## config.mk

```make
export PLATFORM = sky130hd
export DESIGN_NAME = click_decoder
export DESIGN_NICKNAME = d
export VERILOG_FILES = /design/src/rtl/click_decoder.sv
export SDC_FILE = /design/constraint.sdc
export NUM_CORES = 1
export LEC_CHECK = 0
export ABC_CLOCK_PERIOD_IN_PS = 2300
export BUFFER_PORTS_ARGS = -buffer_cell sky130_fd_sc_hd__buf_4
export CORE_AREA = 2 2 71 56
export DETAILED_ROUTE_END_ITERATION = 7
export DIE_AREA = 0 0 73 58
export GPL_ROUTABILITY_DRIVEN = 1
export PLACE_DENSITY_LB_ADDON = 0.12
export SLEW_MARGIN = 15
export SYNTH_ARGS = -nofsm -noshare
export SYNTH_HDL_FRONTEND = slang
export SYNTH_SLANG_ARGS = --single-unit
```

## constraint.sdc

```tcl
create_clock -name clk_i -period 2.3 [get_ports clk_i]
set_input_delay 0.46 -clock clk_i [delete_from_list [all_inputs] [get_ports clk_i]]
set_output_delay 0.46 -clock clk_i [all_outputs]
set_load 0.005 [all_outputs]
```

## src/rtl/click_decoder.sv

```systemverilog
// click_decoder: classifies press pulses into single/double/triple click events.
// Optional post-triple lockout window enabled by defining CLICK_LOCKOUT_EN.
`default_nettype none

module click_decoder #(
  parameter int unsigned GAP_MAX = 50000,
  parameter int unsigned CNT_W   = 16
) (
  input  logic       clk_i,
  input  logic       reset_i,
  input  logic       press_i,
  output logic       single_o,
  output logic       double_o,
  output logic       triple_o,
  output logic       busy_o,
  output logic [1:0] count_o
);

`ifdef CLICK_LOCKOUT_EN
  typedef enum logic [1:0] {
    IDLE    = 2'd0,
    WAIT1   = 2'd1,
    WAIT2   = 2'd2,
    LOCKOUT = 2'd3
  } state_e;
`else
  typedef enum logic [1:0] {
    IDLE  = 2'd0,
    WAIT1 = 2'd1,
    WAIT2 = 2'd2
  } state_e;
`endif

  localparam logic [CNT_W-1:0] TMAX = CNT_W'(GAP_MAX - 1);

  state_e           state_q, state_d;
  logic [CNT_W-1:0] timer_q, timer_d;
  logic [1:0]       cnt_q, cnt_d;
  logic             single_q, single_d;
  logic             double_q, double_d;
  logic             trip_q, trip_d;
  logic             triple_q;
  logic             busy_q;
  logic [1:0]       count_q;
  logic             timeout;

  assign timeout = (timer_q == TMAX);

  always_comb begin
    state_d  = state_q;
    timer_d  = timer_q;
    cnt_d    = cnt_q;
    single_d = 1'b0;
    double_d = 1'b0;
    trip_d   = 1'b0;
    case (state_q)
      IDLE: begin
        if (press_i) begin
          state_d = WAIT1;
          timer_d = '0;
          cnt_d   = 2'd1;
        end
      end
      WAIT1: begin
        // A press on the timeout edge takes priority over closing the sequence.
        if (press_i) begin
          state_d = WAIT2;
          timer_d = '0;
          cnt_d   = 2'd2;
        end else if (timeout) begin
          state_d  = IDLE;
          timer_d  = '0;
          cnt_d    = 2'd0;
          single_d = 1'b1;
        end else begin
          timer_d = timer_q + CNT_W'(1);
        end
      end
      WAIT2: begin
        if (press_i) begin
          timer_d = '0;
          cnt_d   = 2'd0;
          trip_d  = 1'b1;
`ifdef CLICK_LOCKOUT_EN
          state_d = LOCKOUT;
`else
          state_d = IDLE;
`endif
        end else if (timeout) begin
          state_d  = IDLE;
          timer_d  = '0;
          cnt_d    = 2'd0;
          double_d = 1'b1;
        end else begin
          timer_d = timer_q + CNT_W'(1);
        end
      end
`ifdef CLICK_LOCKOUT_EN
      LOCKOUT: begin
        if (timeout) begin
          state_d = IDLE;
          timer_d = '0;
        end else begin
          timer_d = timer_q + CNT_W'(1);
        end
      end
`endif
      default: begin
        state_d = IDLE;
        timer_d = '0;
        cnt_d   = 2'd0;
      end
    endcase
  end

  // count/busy/triple are presented one cycle after the state they describe.
  always_ff @(posedge clk_i or negedge reset_i) begin
    if (!reset_i) begin
      state_q  <= IDLE;
      timer_q  <= '0;
      cnt_q    <= 2'd0;
      single_q <= 1'b0;
      double_q <= 1'b0;
      trip_q   <= 1'b0;
      triple_q <= 1'b0;
      busy_q   <= 1'b0;
      count_q  <= 2'd0;
    end else begin
      state_q  <= state_d;
      timer_q  <= timer_d;
      cnt_q    <= cnt_d;
      single_q <= single_d;
      double_q <= double_d;
      trip_q   <= trip_d;
      triple_q <= trip_q;
      busy_q   <= (state_q != IDLE);
      count_q  <= cnt_q;
    end
  end

  assign single_o = single_q;
  assign double_o = double_q;
  assign triple_o = triple_q;
  assign busy_o   = busy_q;
  assign count_o  = count_q;

endmodule

`default_nettype wire

```

==> reports/summary.txt <==
Crit share post-route: 0.869
Chip Height: 58 um
Initial core utilization: 0.391
Setup bufs post-CTS: 0
CTS root buffer: clkbuf_8
CP peak stage delay: 540 ps
Global-route wire length before repair: 5330 um
Top cells by count, synth: dfrtp_1, nand2_1, nand3_1, nand4_1
Initial antenna violation count: 0
Worst-margin pin slew: 470 ps
Post-Syn Area: 1390 um2
Slew margin rel.: 0.685
Detailed-route via count: 1087
CP Capture Type: register
Cell count after synthesis: 139
Share of layout cells above drive strength 1: 0.113
Core Footprint: 3540 um2
Setup crit start kind: register
Pleak: 0.639 nW
DR pass1 iterations: 4
Post-DR vias/cell: 5.66
Routed len/inst: 15.5 um
Synthesized flop and latch total: 27
Vias in the first global route: 1051
FF-to-FF Start: timer_q[1]$_DFFE_PN0P_
Worst skew pair latency: 270 ps
Antenna Cells: 0
Share of the synthesized area in the top cell type: 0.488
Final min period: 2000 ps
Max VDD drop: 0.000415 V
Post-Syn Nets: 147
Post-synthesis sequential area ratio: 0.488
Routed wire length: 2970 um
GRT Resource Usage Total: 0.163
Synth top area cells: dfrtp_1, ha_1, nand4_1
Avg Cell Area, Syn: 9.96 um2
Post-route ant nets: 0
Synth cell types: 36
Fin nets: 159
Post-CTS sizing: 0
Ys Warns: 0
Clock transition at path regs: 90 ps
Crit-path slowest cell: a31oi_2
PortBufs: 8
WS Path Type: register to register
Synth Flop Type: dfrtp_1
Hold Vio Cnt, Final: 0
Post-CTS Hold Buffers: 0
Skew final: 5.37 ps
RSZ-0062 raised after global routing: false
Hold Path Class: primary input to asynchronous set/reset pin
Number of synthesized flops with an enable pin: 0
I/O pins: 9
TritonCTS clock tree: done
HPWL Detailed: 2120 um
Clock sinks: 27
Die W: 73 um
Placed insts: 188
Crit path launch: timer_q[1]$_DFFE_PN0P_
Power density over the cells: 825 nW/um2
FP Rows: 19
# DRC: 0
Post-synth top area cell: dfrtp_1
WP data arrival: 2140 ps
H-tree Lvls: 1
Req. time, crit path: 2440 ps
Largest net degree at the start of global routing: 28
Final setup viols: 0
Max frequency: 0.501 GHz
Slew Limit Fails: 0
Setup TNS: 0 ps
Status: complete, no violations
Crit Path Max Fanout: 9
CTS Buf Count: 3
Final Non-Filler Cells: 192
Synthesis-to-finish area growth: 11.4%
Die area: 4230 um2
Fillers: 334
Initial detailed-routing violation count: 48
Most common cell in the synthesized netlist: dfrtp_1
Critical-path cell list: ha_1, and3_1, nand4_1, a31oi_2, nor2_1
Final GP Congestion: 0.807
Max Cap Violations: 0
Ys async rst share: 1.00
Gr ovfl total: 0
Longest Clk Path Bufs: 2
[power breakdown]
group / internal (W) / total, W / switching [W] / leakage, nW
clock: 0.000124 / 0.000262 / 0.000139 / 0.0228
sequential: 0.000550 / 0.000595 / 0.0000452 / 0.367
combinational: 0.000157 / 0.000415 / 0.000258 / 0.250
[routing by layer]
metal | track usage | vias to the layer above | wire (um)
met1 | 0.266 | 531 | 1740
met2 | 0.220 | 13 | 1130
met5 | 0 | - | 0
met3 | 0.0313 | 2 | 86
met4 | 0.0397 | 0 | 23
li1 | - | 541 | -
[final cells by class]
type | instances | area (um2) | share of cell area
well taps | 42 | 52.6 | 0.0341
multi-input cells | 100 | 657 | 0.426
inverters | 8 | 30.0 | 0.0195
clock buffers | 4 | 45.0 | 0.0292
repair buffers | 11 | 82.6 | 0.0535
flip-flops and latches | 27 | 676 | 0.438
[state kept, by name, indices dropped and copies added, names as in the netlist]
signal / count
busy_o: 1
trip_q: 1
triple_o: 1
state_q: 2
double_o: 1
timer_q: 16
single_o: 1
count_o: 2
cnt_q: 2
[stage by stage]
stage / utilization / hold WS, ps / setup WS [ps] / power (W) / cell area (um2)
floorplan: - / 164 / 330 / 0.000874 / 1390
global placement: 0.423 / 334 / 309 / 0.00102 / 1500
detailed placement: 0.423 / 347 / 268 / 0.00102 / 1500
CTS: 0.436 / 102 / 258 / 0.00128 / 1540
global route: 0.436 / 115 / 49.1 / 0.00138 / 1540
finish: 0.436 / 95.8 / 302 / 0.00127 / 1540
[critical path, delay by kind of cell (launching register included)]
family                   cells  cell delay [ps]
AO/OA/AOI/OAI                1              540
AND/OR/NAND/NOR              3              540
flip-flops                   1              460
adder cells (fa/ha/maj)      1              330
[logic make-up after synthesis]
kind of cell	share of synthesized area
adder cells (fa/ha/maj)	0.0452
AND/OR/NAND/NOR	0.282
AO/OA/AOI/OAI	0.103
buffers and inverters	0.0379
XOR/XNOR	0.0443
flip-flops	0.488
[layout by cell type (no fill, tap or decap), types with 5 or more instances in the layout]
master / synthesis / routed
nand3_1: 10 / 10
nor2_1: 8 / 8
inv_1: 8 / 8
ha_1: 5 / 5
nand4_1: 9 / 9
o21ai_0: 7 / 7
dfrtp_1: 27 / 27
buf_4: 0 / 11
nand2_1: 11 / 11
[path summary, 6_finish.rpt]
path,end,depth (start not counted),slack [ps]
max,timer_q[2]$_DFFE_PN0P_,5,300
min reg2reg,triple_o$_DFF_PN0_,0,360
min,trip_q$_DFF_PN0_,1,100
min in group clk_i,triple_o$_DFF_PN0_,0,360
max in group asynchronous,timer_q[13]$_DFFE_PN0P_,1,1950
max reg2reg,timer_q[2]$_DFFE_PN0P_,5,300
(Power assumes the default switching activity.)
